## src/rtl/mu0_pkg.sv

```systemverilog
// rtl/mu0_pkg.sv - shared constants and pointer-width helper for the MU0 word demux
package mu0_pkg;

  localparam int MU0_WIDTH = 16;
  localparam logic SEL_A = 1'b0;
  localparam logic SEL_B = 1'b1;

  function automatic int clog2(input int n);
    int r;
    r = 0;
    while ((1 << r) < n) r++;
    return r;
  endfunction

endpackage

```

## src/rtl/mu0_demux16_if.sv

```systemverilog
// rtl/mu0_demux16_if.sv - producer and dual-sink handshake bundle for mu0_demux16
interface mu0_demux16_if
  import mu0_pkg::*;
#(
  parameter int WIDTH = MU0_WIDTH
);

  logic [WIDTH-1:0] D;
  logic             S;
  logic             InValid;
  logic             InReady;
  logic [WIDTH-1:0] QA;
  logic             QAValid;
  logic             QAReady;
  logic [WIDTH-1:0] QB;
  logic             QBValid;
  logic             QBReady;

  modport master (
    output D, S, InValid, QAReady, QBReady,
    input  InReady, QA, QAValid, QB, QBValid
  );

  modport slave (
    input  D, S, InValid, QAReady, QBReady,
    output InReady, QA, QAValid, QB, QBValid
  );

endinterface

```

## src/rtl/mu0_fifo16.sv

```systemverilog
// rtl/mu0_fifo16.sv - synchronous word FIFO with separate occupancy counter
// Head shows storage[rd_ptr] while non-empty and the last popped word when empty.
module mu0_fifo16
  import mu0_pkg::*;
#(
  parameter int WIDTH = MU0_WIDTH,
  parameter int DEPTH = 2
) (
  input  logic             Clk,
  input  logic             nReset,
  input  logic             i_push,
  input  logic [WIDTH-1:0] i_data,
  input  logic             i_pop,
  output logic             o_full,
  output logic             o_empty,
  output logic [WIDTH-1:0] o_head
);

  localparam int AW = clog2(DEPTH);
  localparam logic [AW:0]   CNT_ONE  = (AW+1)'(1);
  localparam logic [AW:0]   CNT_FULL = (AW+1)'(DEPTH);
  localparam logic [AW-1:0] PTR_ONE  = AW'(1);

  logic [WIDTH-1:0] r_mem [DEPTH];
  logic [AW-1:0]    r_wr_ptr;
  logic [AW-1:0]    r_rd_ptr;
  logic [AW:0]      r_count;
  logic [WIDTH-1:0] r_last;
  logic             w_push;
  logic             w_pop;

  assign o_full  = (r_count == CNT_FULL);
  assign o_empty = (r_count == '0);
  assign w_push  = i_push & ~o_full;
  assign w_pop   = i_pop & ~o_empty;
  assign o_head  = o_empty ? r_last : r_mem[r_rd_ptr];

  always_ff @(posedge Clk or negedge nReset) begin
    if (!nReset) begin
      for (int i = 0; i < DEPTH; i++) r_mem[i] <= '0;
      r_wr_ptr <= '0;
      r_rd_ptr <= '0;
      r_count  <= '0;
      r_last   <= '0;
    end else begin
      if (w_push) begin
        r_mem[r_wr_ptr] <= i_data;
        r_wr_ptr        <= r_wr_ptr + PTR_ONE;
      end
      if (w_pop) begin
        r_last   <= r_mem[r_rd_ptr];
        r_rd_ptr <= r_rd_ptr + PTR_ONE;
      end
      case ({w_push, w_pop})
        2'b10:   r_count <= r_count + CNT_ONE;
        2'b01:   r_count <= r_count - CNT_ONE;
        default: r_count <= r_count;
      endcase
    end
  end

endmodule

```

## src/rtl/mu0_demux16.sv

```systemverilog
// rtl/mu0_demux16.sv - registered 1-to-2 word demux with a FIFO per output
// Optional pop counters CntA/CntB are built when MU0_DEMUX_STATS_EN is defined.
module mu0_demux16
  import mu0_pkg::*;
#(
  parameter int WIDTH = MU0_WIDTH,
  parameter int DEPTH = 2
) (
  input  logic          Clk,
  input  logic          nReset,
  mu0_demux16_if.slave  bus
`ifdef MU0_DEMUX_STATS_EN
  ,
  output logic [15:0]   CntA,
  output logic [15:0]   CntB
`endif
);

  logic w_full_a;
  logic w_full_b;
  logic w_empty_a;
  logic w_empty_b;
  logic w_push_a;
  logic w_push_b;
  logic w_pop_a;
  logic w_pop_b;

  // Ready depends only on S and occupancy, so D can never stall the producer.
  assign bus.InReady = (bus.S == SEL_B) ? ~w_full_b : ~w_full_a;
  assign w_push_a    = bus.InValid & bus.InReady & (bus.S == SEL_A);
  assign w_push_b    = bus.InValid & bus.InReady & (bus.S == SEL_B);
  assign bus.QAValid = ~w_empty_a;
  assign bus.QBValid = ~w_empty_b;
  assign w_pop_a     = bus.QAValid & bus.QAReady;
  assign w_pop_b     = bus.QBValid & bus.QBReady;

  mu0_fifo16 #(.WIDTH(WIDTH), .DEPTH(DEPTH)) u_fifo_a (
    .Clk     (Clk),
    .nReset  (nReset),
    .i_push  (w_push_a),
    .i_data  (bus.D),
    .i_pop   (w_pop_a),
    .o_full  (w_full_a),
    .o_empty (w_empty_a),
    .o_head  (bus.QA)
  );

  mu0_fifo16 #(.WIDTH(WIDTH), .DEPTH(DEPTH)) u_fifo_b (
    .Clk     (Clk),
    .nReset  (nReset),
    .i_push  (w_push_b),
    .i_data  (bus.D),
    .i_pop   (w_pop_b),
    .o_full  (w_full_b),
    .o_empty (w_empty_b),
    .o_head  (bus.QB)
  );

`ifdef MU0_DEMUX_STATS_EN
  logic [15:0] r_cnt_a;
  logic [15:0] r_cnt_b;

  always_ff @(posedge Clk or negedge nReset) begin
    if (!nReset) begin
      r_cnt_a <= '0;
      r_cnt_b <= '0;
    end else begin
      if (w_pop_a && (r_cnt_a != 16'hFFFF)) r_cnt_a <= r_cnt_a + 16'd1;
      if (w_pop_b && (r_cnt_b != 16'hFFFF)) r_cnt_b <= r_cnt_b + 16'd1;
    end
  end

  assign CntA = r_cnt_a;
  assign CntB = r_cnt_b;
`endif

endmodule
```

## src/flat_wrapper.sv

```systemverilog
// flat-port wrapper written by rule: the top's interface ports become plain ports
module mu0_demux16_flat import mu0_pkg::*;
#(
  parameter int WIDTH = MU0_WIDTH,
  parameter int DEPTH = 2
)
  (Clk, nReset, bus_D, bus_S, bus_InValid, bus_QAReady, bus_QBReady, bus_InReady, bus_QA, bus_QAValid, bus_QB, bus_QBValid);
  mu0_demux16_if #(.WIDTH(WIDTH)) bus_i ();
  input  logic Clk;
  input  logic nReset;
  input wire logic [$bits(bus_i.D)-1:0] bus_D;
  input wire logic [$bits(bus_i.S)-1:0] bus_S;
  input wire logic [$bits(bus_i.InValid)-1:0] bus_InValid;
  input wire logic [$bits(bus_i.QAReady)-1:0] bus_QAReady;
  input wire logic [$bits(bus_i.QBReady)-1:0] bus_QBReady;
  output wire logic [$bits(bus_i.InReady)-1:0] bus_InReady;
  output wire logic [$bits(bus_i.QA)-1:0] bus_QA;
  output wire logic [$bits(bus_i.QAValid)-1:0] bus_QAValid;
  output wire logic [$bits(bus_i.QB)-1:0] bus_QB;
  output wire logic [$bits(bus_i.QBValid)-1:0] bus_QBValid;
  assign bus_i.D = bus_D;
  assign bus_i.S = bus_S;
  assign bus_i.InValid = bus_InValid;
  assign bus_i.QAReady = bus_QAReady;
  assign bus_i.QBReady = bus_QBReady;
  assign bus_InReady = bus_i.InReady;
  assign bus_QA = bus_i.QA;
  assign bus_QAValid = bus_i.QAValid;
  assign bus_QB = bus_i.QB;
  assign bus_QBValid = bus_i.QBValid;
  mu0_demux16 #(.WIDTH(WIDTH), .DEPTH(DEPTH)) u_core (.Clk(Clk), .nReset(nReset), .bus(bus_i));
endmodule
```

## config.mk

```make
export PLATFORM = sky130hd
export DESIGN_NAME = mu0_demux16_flat
export DESIGN_NICKNAME = d
export VERILOG_FILES = /design/src/rtl/mu0_pkg.sv /design/src/rtl/mu0_demux16_if.sv /design/src/rtl/mu0_fifo16.sv /design/src/rtl/mu0_demux16.sv /design/src/flat_wrapper.sv
export SDC_FILE = /design/constraint.sdc
export NUM_CORES = 1
export LEC_CHECK = 0
export ABC_CLOCK_PERIOD_IN_PS = 2600
export CORE_MARGIN = 3
export CORE_UTILIZATION = 50
export DETAILED_ROUTE_END_ITERATION = 10
export GPL_TIMING_DRIVEN = 0
export PLACE_DENSITY = 0.76
export SLEW_MARGIN = 0
export SYNTH_ARGS = -nofsm -noshare
export SYNTH_HDL_FRONTEND = slang
export SYNTH_HIERARCHICAL = 1
export SYNTH_SLANG_ARGS = --single-unit
```

## constraint.sdc

```tcl
create_clock -name Clk -period 2.6 [get_ports Clk]
set_clock_uncertainty 0.15 [all_clocks]
set_input_delay 0.26 -clock Clk [delete_from_list [all_inputs] [get_ports Clk]]
set_output_delay 0.26 -clock Clk [all_outputs]
set_load 0.02 [all_outputs]
```

---- After elaboration in Yosys (flattened, before gate mapping) ----
Index checks and enable logic that the tools add are counted.
word-level totals
  flip-flop bits (word level) ............. 104
  word-level logic and storage cells ...... 73
  output and inout bits ................... 35
  input port bits ......................... 22
cells by class
  bitwise gates (word level) .............. 18
  mux-type cells .......................... 17
  $add $sub $neg .......................... 8
  reduce and logical (&&, ||, !) cells .... 6
  equal/unequal tests ..................... 6
  magnitude comparators ................... 6
operators with widths
  kind                                                                           number
  16-bit 2-to-1 mux                                                              10
  32-bit bitwise mux                                                             2
  16-bit demux with 1-bit select                                                 2
  1-bit bitwise AND                                                              9
  2-bit == test (second input constant)                                          4
  2-bit >= comparator (second input constant)                                    4
  1-bit inverter with 2-bit output                                               4
  2-bit case mux with 2 select lines                                             2
  1-bit inverter                                                                 5
  1-bit adder (second input constant)                                            4
  2-bit by 1-bit adder with 2-bit output (second input constant)                 2
  2-bit by 1-bit == test with 1-bit output (second input constant)               2
  2-bit logical NOT                                                              2
  2-bit by 1-bit less-than comparator with 1-bit output (second input constant)  2
  2-bit nonzero test                                                             2
  2-bit by 1-bit subtractor with 2-bit output (second input constant)            2
  1-bit logical AND                                                              2
  1-bit 2-to-1 mux                                                               1

---- Longest topological paths before layout ----
Gate-level depths: netlist of run 1.
  word-level depth ........................ 8
  depth in mapped cells ................... 12
  gate-level depth less buffers ........... 9

---- Hierarchy ----
The synthesis of run 1 kept the hierarchy.
modules (own cells, without submodules)
  module                        times used  area each (µm²)  sequential area each (µm²)  cells an instance
  mu0_fifo16 (u_core.u_fifo_b)  1           2,285.9          1,301.2                     192
  mu0_fifo16 (u_core.u_fifo_a)  1           2,282.2          1,301.2                     192
  mu0_demux16                   1           46.3             0.0                         7

---- Worst setup path after synthesis of run 1 ----
OpenSTA, ideal clock, no wires.
  kind .................................... reg2reg
  from .................................... register u_core.u_fifo_a.r_count[0]
  to ...................................... register u_core.u_fifo_a.r_count[1]
  data required time ...................... 2.371 ns
  period minus slack after synthesis ...... 2.473 ns
  setup time .............................. 0.079 ns
  data arrival time ....................... 2.244 ns
  buffers on the path ..................... 3
  cell stages (with the launch flop) ...... 12
  slack ................................... 0.127 ns
  path through ............................ dfrtp_1 -> or2_2 -> clkbuf_1 -> clkbuf_1 -> inv_1 -> nor2b_1 -> o21ai_1 -> clkbuf_1 -> inv_1 -> ha_1 -> nor2_1 -> xor2_1
on the way
  elaborated cells on any way between the ends .. 16
  classes of those cells .................. add/sub (2); eq/ne (3); mux (2); bitwise (7); reduce/logical (2)
RTL lines
  element                                                                           line               RTL
  start: declaration                                                                mu0_fifo16.sv:27   logic [AW:0] r_count;
  start signal: assignment                                                          mu0_fifo16.sv:55   2'b10: r_count <= r_count + CNT_ONE;
  start signal: assignment                                                          mu0_fifo16.sv:56   2'b01: r_count <= r_count - CNT_ONE;
  start signal: assignment                                                          mu0_fifo16.sv:57   default: r_count <= r_count;
  2-bit logical NOT *                                                               mu0_fifo16.sv:33   assign o_empty = (r_count == '0);
  net u_core.w_empty_a                                                              mu0_demux16.sv:21  logic w_empty_a;
  1-bit inverter *                                                                  mu0_demux16.sv:32  assign bus.QAValid = ~w_empty_a;
  1-bit bitwise AND *                                                               mu0_demux16.sv:34  assign w_pop_a = bus.QAValid & bus.QAReady;
  net u_core.w_pop_a                                                                mu0_demux16.sv:25  logic w_pop_a;
  1-bit bitwise AND *                                                               mu0_fifo16.sv:35   assign w_pop = i_pop & ~o_empty;
  net u_core.u_fifo_a.w_pop                                                         mu0_fifo16.sv:30   logic w_pop;
  2-bit by 1-bit == test with 1-bit output / 2-bit == test (equally long branches)  mu0_fifo16.sv:54   case ({w_push, w_pop})
  2-bit case mux with 2 select lines / 2-bit nonzero test (equally long branches)   n/a
Mark *: on every way through the listed nets, which the timed path passes. The rest lies on a longest branch.
A chain may end at the register's enable or synchronous reset.

---- Worst setup path after layout of run 1 ----
  from .................................... register u_core.u_fifo_b.r_count[1]
  to ...................................... output port bus_QB[13]
on the way
  cells in the longest elaborated chain, start to end .. 2
RTL lines
  element                   line                RTL
  start: declaration        mu0_fifo16.sv:27
  start signal: assignment  mu0_fifo16.sv:55
  start signal: assignment  mu0_fifo16.sv:56
  start signal: assignment  mu0_fifo16.sv:57
  2-bit logical NOT         mu0_fifo16.sv:33
  16-bit 2-to-1 mux         mu0_fifo16.sv:36    assign o_head = o_empty ? r_last : r_mem[r_rd_ptr];
  end: declaration          flat_wrapper.sv:19  output wire logic [$bits(bus_i.QB)-1:0] bus_QB;
No other way between the ends.

==> out/metrics.csv, run 1 <==
metric,value,unit
finalSetupViolCount,0,
min_period,2.45,ns
hpwl,6740,µm
hold_path_class,input port to async pin,
max-vdd-ir-drop,0.000655,V
wl,9440,µm
clock_sinks,104,
powerDensity,1430,nW/µm²
hold_violations,0,
crit_type,register to output port,
synth-compound-area-share,0.0716,
slew_viol_final,0,
finalNetCount,485,
vias_per_cell,5.38,
endpoint_kind,output port,
cts_tree,built,
fin_crit_sh,0.943,
fp.dieH,102,µm
wl_per_cell,16.5,µm
timing.max_cap.violations,0,
synth_seq_cells,104,
fmax,408,MHz
ys_top_cells_by_area,"dfrtp_1, mux2_2, mux2i_1",
synth_top_family_by_area,multiplexers,
rows,34,
drtPass1Iterations,4,
n_antenna_cell,0,
syn_inst,391,
clk_latency,0.36,ns
portBuffers,56,
startpoint_type,register,
htree_num_levels,3,
required,2.19,ns
antenna_found_initial,0,
arrival,2.04,ns
synth.area.mux_share,0.228,
cts_root_buffer,clkbuf_8,
die_w,102,µm
rsz0062_at_grt,false,
grt_pass1_wl,15400,µm
start_util,0.521,
status,finished clean,
grt_pass1_vias,3126,
crit_fanout,10,
p_leak,2.59,nW
yosys_warnings,6,
synth-simple-area-share,0.0789,
grt_max_degree,72,
final_cell_mix,"dfrtp_1, mux2_2, dlygate4sd2_1, nor2_1, nand2_1",
synth-xor-area-share,0.0190,
pin_count,57,
finalSetupTns,0,ns
fin_ws,0.148,ns
synth_top_area_frac,0.564,
drtIter0Drc,126,
final_common_cell,dfrtp_1,
synthAdderAreaFrac,0.00542,
clockBufferDepth,2,
via_count,3085,
grt-ovfl-total,0,
drc,0,
grt_usage,0.192,
gp_congestion,0.783,
cts_buffers,9,
max_slew_margin,0.687,
die-area,10400,µm²
drive_above_1_share,0.245,
synth_cell_type_count,24,
synth_area_leader_cell,dfrtp_1,
avgSynthCellArea,11.8,µm²
syn-cell-area,4610,µm²
syn_nets,415,
core-area,8850,µm²
cts.reportedPaths.clkPinSlew,0.10,ns
seq_area_frac_synth,0.564,
place_ws,-0.358,ns
area_growth,21.3,%
tightest_slew,0.469,ns
antenna_left,0,
stage by stage:
stage               hold WS, ns  cell area (µm²)  std cells  utilization  power [mW]
floorplan                -0.186             4610        391            -        5.56
detailed placement       0.0982             5340        556        0.603        7.24
global route              0.273             5600        573        0.633        8.61
CTS                       0.234             5570        572        0.629        8.06
global placement          0.312             5310        555        0.600        7.09
finish                    0.235             5600        573        0.633        8.03
cells in the mapped netlist:
master / instances
dfrtp_1: 104
mux2_2: 64
nand2_1: 34
nor2_1: 34
mux2i_1: 33
a21oi_1: 32
o21ai_0: 32
clkbuf_1: 14
xnor2_1: 8
buf_2: 6
inv_1: 6
buf_6: 3
and3_1: 2
ha_1: 2
inv_2: 2
nand2b_2: 2
nor2b_1: 2
nor3b_4: 2
o21ai_1: 2
or2_2: 2
xor2_1: 2
and3b_1: 1
buf_4: 1
nor3b_1: 1
registers in the layout, summed over array words and instances (netlist names), 2 cells and up:
register                 flops
u_core/u_fifo_a/r_mem       32
u_core/u_fifo_b/r_mem       32
u_core/u_fifo_a/r_last      16
u_core/u_fifo_b/r_last      16
u_core/u_fifo_a/r_count      2
u_core/u_fifo_b/r_count      2
cells by family (layout without fill, tap and decap cells):
| group | Yosys count | in the layout |
|---|---|---|
| AOI/OAI and AO/OA | 66 | 66 |
| muxes | 97 | 97 |
| buffers and inverters | 32 | 106 |
| DFF | 104 | 104 |
| and+or+nand+nor | 80 | 80 |
| xor gates and xnor gates | 10 | 10 |
| adders and majority gates | 2 | 2 |
routing by layer:
layer / part of all wire / track usage / vias up
li1: - / - / 1469
met5: 0 / 0 / -
met1: 0.44 / 0.260 / 1546
met2: 0.50 / 0.314 / 64
met4: 0.0087 / 0.0646 / 0
met3: 0.044 / 0.0369 / 6
critical path: stages (launching register included):
cell and delay, ns:
dfrtp_2 0.45, or2_2 0.30, clkbuf_1 0.15, clkbuf_2 0.23
nor2_1 0.16, a21oi_1 0.06, dlygate4sd2_1 0.32
path summary, 6_finish.rpt:
check	to	slack (ns)	depth (start not counted)	from
worst max-delay path	bus_QB[13]	0.15	6	u_core/u_fifo_b/r_count[1]$_DFFE_PN0P_
worst min-delay path	u_core/u_fifo_a/r_last[12]$_DFFE_PN0P_	0.23	2	nReset
worst max register to register	u_core/u_fifo_b/r_count[1]$_DFFE_PN0P_	0.18	11	u_core/u_fifo_b/r_count[1]$_DFFE_PN0P_
worst min register to register	u_core/u_fifo_b/r_last[8]$_DFFE_PN0P_	0.34	2	u_core/u_fifo_b/r_last[8]$_DFFE_PN0P_
max in group asynchronous	u_core/u_fifo_a/r_count[0]$_DFFE_PN0P_	1.37	3	nReset
min in group Clk	u_core/u_fifo_b/r_last[8]$_DFFE_PN0P_	0.34	2	u_core/u_fifo_b/r_last[8]$_DFFE_PN0P_
what timing repair did:
action / CTS / global route
hold buffers: 1 / 0
gates resized for setup: 49 / 13
endpoints found under the hold margin: 33 / 0
setup buffers: 0 / 2
endpoints found under the setup margin: 38 / 5
layout make-up:
type	instances	area (µm²)
buffer	23	156
clock buffer	11	151
clock inverter	4	77.6
fill	745	3250
inverter	8	30.0
multi-input combinational	255	1870
sequential	104	2610
tap	108	135
timing repair buffer	60	568
power by group:
part           internal (mW)  switching, mW  total, mW
clock                  0.593          0.525       1.12
sequential              2.43          0.439       2.87
combinational           1.80           2.25       4.05
total                   4.82           3.21       8.03
(Power assumes the default switching activity.)
==> inputs of run 2 (changes only) <==
Settings changed: ABC_AREA set to 1, CORE_UTILIZATION 50 to 51.
==> run 2 against run 1 <==
  * Maximum frequency shrank 0.92%
  * Global-route usage grew 3.8 points
  * Power grew 1.5%
  * Critical endpoint is now bus_QB[10]
  * Largest power group unchanged
  * Die area grew 9.9%
==> out/metrics.csv, run 2 <==
metric,value,unit,change
status,finished clean,,
timing.max_cap.violations,0,,unchanged
drtIter0Drc,391,,+210%
clockBufferDepth,2,,unchanged
async_flop_share,1.00,,unchanged
drc,0,,unchanged
arrival,2.06,ns,+0.02 ns
portBuffers,56,,unchanged
min_period,2.47,ns,+0.0228 ns
cts_root_buffer,clkbuf_8,,
crit_type,register to output port,,
grt_pass1_vias,4631,,+48%
grt-ovfl-total,0,,unchanged
syn_nets,719,,+73%
startpoint,u_core/u_fifo_b/r_count[1]$_DFFE_PN0P_,,
powerDensity,1310,nW/µm²,-8.4%
grt_max_degree,64,,-11%
fin_crit_sh,0.952,,+0.00878
core-area,9860,µm²,+11%
seq_area_frac_synth,0.500,,-0.0635
place_ws,0.193,ns,+0.551 ns
hold_violations,0,,unchanged
postPlaceCellArea,5950,µm²,+12%
via_count,4800,,+56%
finalSetupViolCount,0,,unchanged
rows,36,,+5.9%
gp_congestion,0.882,,+13%
avgSynthCellArea,7.48,µm²,-37%
design_area,6200,µm²,+11%
final_cell_mix,"nand2_1, dfrtp_1, nand4_1",,
drive_above_1_share,0.0921,,-0.153
reg_top3,"u_core/u_fifo_a/r_mem (32), u_core/u_fifo_b/r_mem (32)",,
synth_top_area_frac,0.500,,-0.0635
grt_pass1_wl,21200,µm,+38%
syn-cell-area,5200,µm²,+13%
p_leak,3.51,nW,+36%
crit_fanout,11,,+1
wl_per_cell,13.8,µm,-16%
finalNetCount,790,,+63%
wl,12500,µm,+32%
synth_seq_cells,104,,unchanged
fmax,404,MHz,-0.92%
syn_inst,695,,+78%
drtPass1Iterations,5,,+1
ys_top_cells_by_area,"dfrtp_1, nand2_1, nand4_1",,
final_common_cell,nand2_1,,
synth_ff_type,dfrtp_1,,
cts.reportedPaths.clkPinSlew,0.09,ns,about the same
area_growth,19.3,%,
required,2.19,ns,about the same
hold_path_class,input port to async pin,,
p_total,8.15,mW,+1.5%
yosys_warnings,6,,unchanged
synth_cell_type_count,23,,-4.2%
max-vdd-ir-drop,0.000550,V,-16%
r2r-start,u_core/u_fifo_b/r_count[1]$_DFFE_PN0P_,,
grt_usage,0.230,,+0.0375
fin_ws,0.125,ns,-0.0228 ns
worstReg2RegEnd,u_core/u_fifo_b/r_count[1]$_DFFE_PN0P_,,
max_slew_margin,0.631,,-0.0562
clock_sinks,104,,unchanged
antenna_left,0,,unchanged
synth_area_leader_cell,dfrtp_1,,
fp.dieH,107,µm,+4.8%
clk_latency,0.36,ns,about the same
n_antenna_cell,0,,unchanged
tightest_slew,0.554,ns,+0.0843 ns
die_w,107,µm,+4.8%
antenna_found_initial,0,,unchanged
r2r_setup_slack,0.17,ns,about the same
start_util,0.527,,+0.00565
slew_viol_final,0,,unchanged
startpoint_type,register,,
ys_top_cells_by_count,"nand2_1, dfrtp_1, nand4_1, buf_2, inv_1",,
cts_tree,built,,
rr_worst_depth,11,,unchanged
pin_count,57,,unchanged
vias_per_cell,5.31,,-1.4%
hpwl,9120,µm,+35%
htree_num_levels,3,,unchanged
cts_buffers,9,,unchanged
endpoint_kind,output port,,
die-area,11400,µm²,+9.9%
synth_edf_count,0,,unchanged
synth_most_common_cell,nand2_1,,
run 2: cell types whose count changed after synthesis, sizes merged, moves of 14 or more:
cell	change
mux2i	-33
buf	+21
o21ai	-34
nand4	+66
a21oi	-32
nor2	-26
nand2	+409
inv	+14
mux2	-64
run 2: power breakdown:
group / leakage [nW] / internal (mW) / switching [mW]
clock network: 0.0927 / 0.427 / 0.532
registers: 1.31 / 2.32 / 0.419
logic: 2.10 / 1.69 / 2.76
run 2: metal layers:
metal  vias up  GRT usage  part of all wire
met4         0     0.0694             0.012
met1      2331      0.323              0.45
met3        14     0.0439             0.055
met5         -          0                 0
met2       131      0.364              0.49
li1       2324          -                 -
run 2: worst max-delay path by stage:
stage	slack, ns	end	depth (start not counted)
2_1_floorplan	0.47	u_core/u_fifo_b/r_count[1]$_DFFE_PN0P_	11
3_3_place_gp	-2.79	u_core/u_fifo_a/r_last[2]$_DFFE_PN0P_	1
3_5_place_dp	0.19	u_core/u_fifo_b/r_count[1]$_DFFE_PN0P_	11
4_1_cts	0.004	bus_QB[9]	5
5_1_grt	-0.01	u_core/u_fifo_b/r_count[1]$_DFFE_PN0P_	11
6_report	0.13	bus_QB[10]	5
run 2: cell families after synthesis:
logic type               Yosys count  share of synthesized area
XOR/XNOR                           2                    0.00337
AND/OR/NAND/NOR                  523                      0.431
buffers and inverters             64                     0.0606
flip-flops                       104                      0.500
adder cells (fa/ha/maj)            2                    0.00481
run 2: layout make-up:
class / count / area (µm²)
Multi-Input combinational cell: 527 / 2280
Inverter: 26 / 105
Sequential cell: 104 / 2610
Clock buffer: 14 / 173
Buffer: 37 / 220
Tap cell: 133 / 166
Timing Repair Buffer: 61 / 641
Clock inverter: 2 / 12.5
Fill cell: 847 / 3660
run 2: what timing repair did:
action	in CTS	in global routing
buffers inserted	0	3
cloned	0	0
hold endpoints to repair	41	0
endpoints found under the setup margin	14	21
pin swaps	1	1
hold buffers	1	0
gates resized for setup	3	15
run 2: worst max-delay path: stages, from the launching register on:
cell and delay (ns):
dfrtp_1 0.47, nor2_4 0.24, clkbuf_4 0.26, nand2_1 0.06, nand2_1 0.07, clkdlybuf4s50_1 0.60
run 2: per-stage QoR:
stage	TNS, ns	hold WS, ns	std cells	util
2_1_floorplan	0	-0.186	695	-
3_3_place_gp	-289.81	0.303	884	0.601
3_5_place_dp	0	0.141	885	0.603
4_1_cts	0	0.280	901	0.623
5_1_grt	-0.0141	0.285	904	0.629
6_report	0	0.280	904	0.629
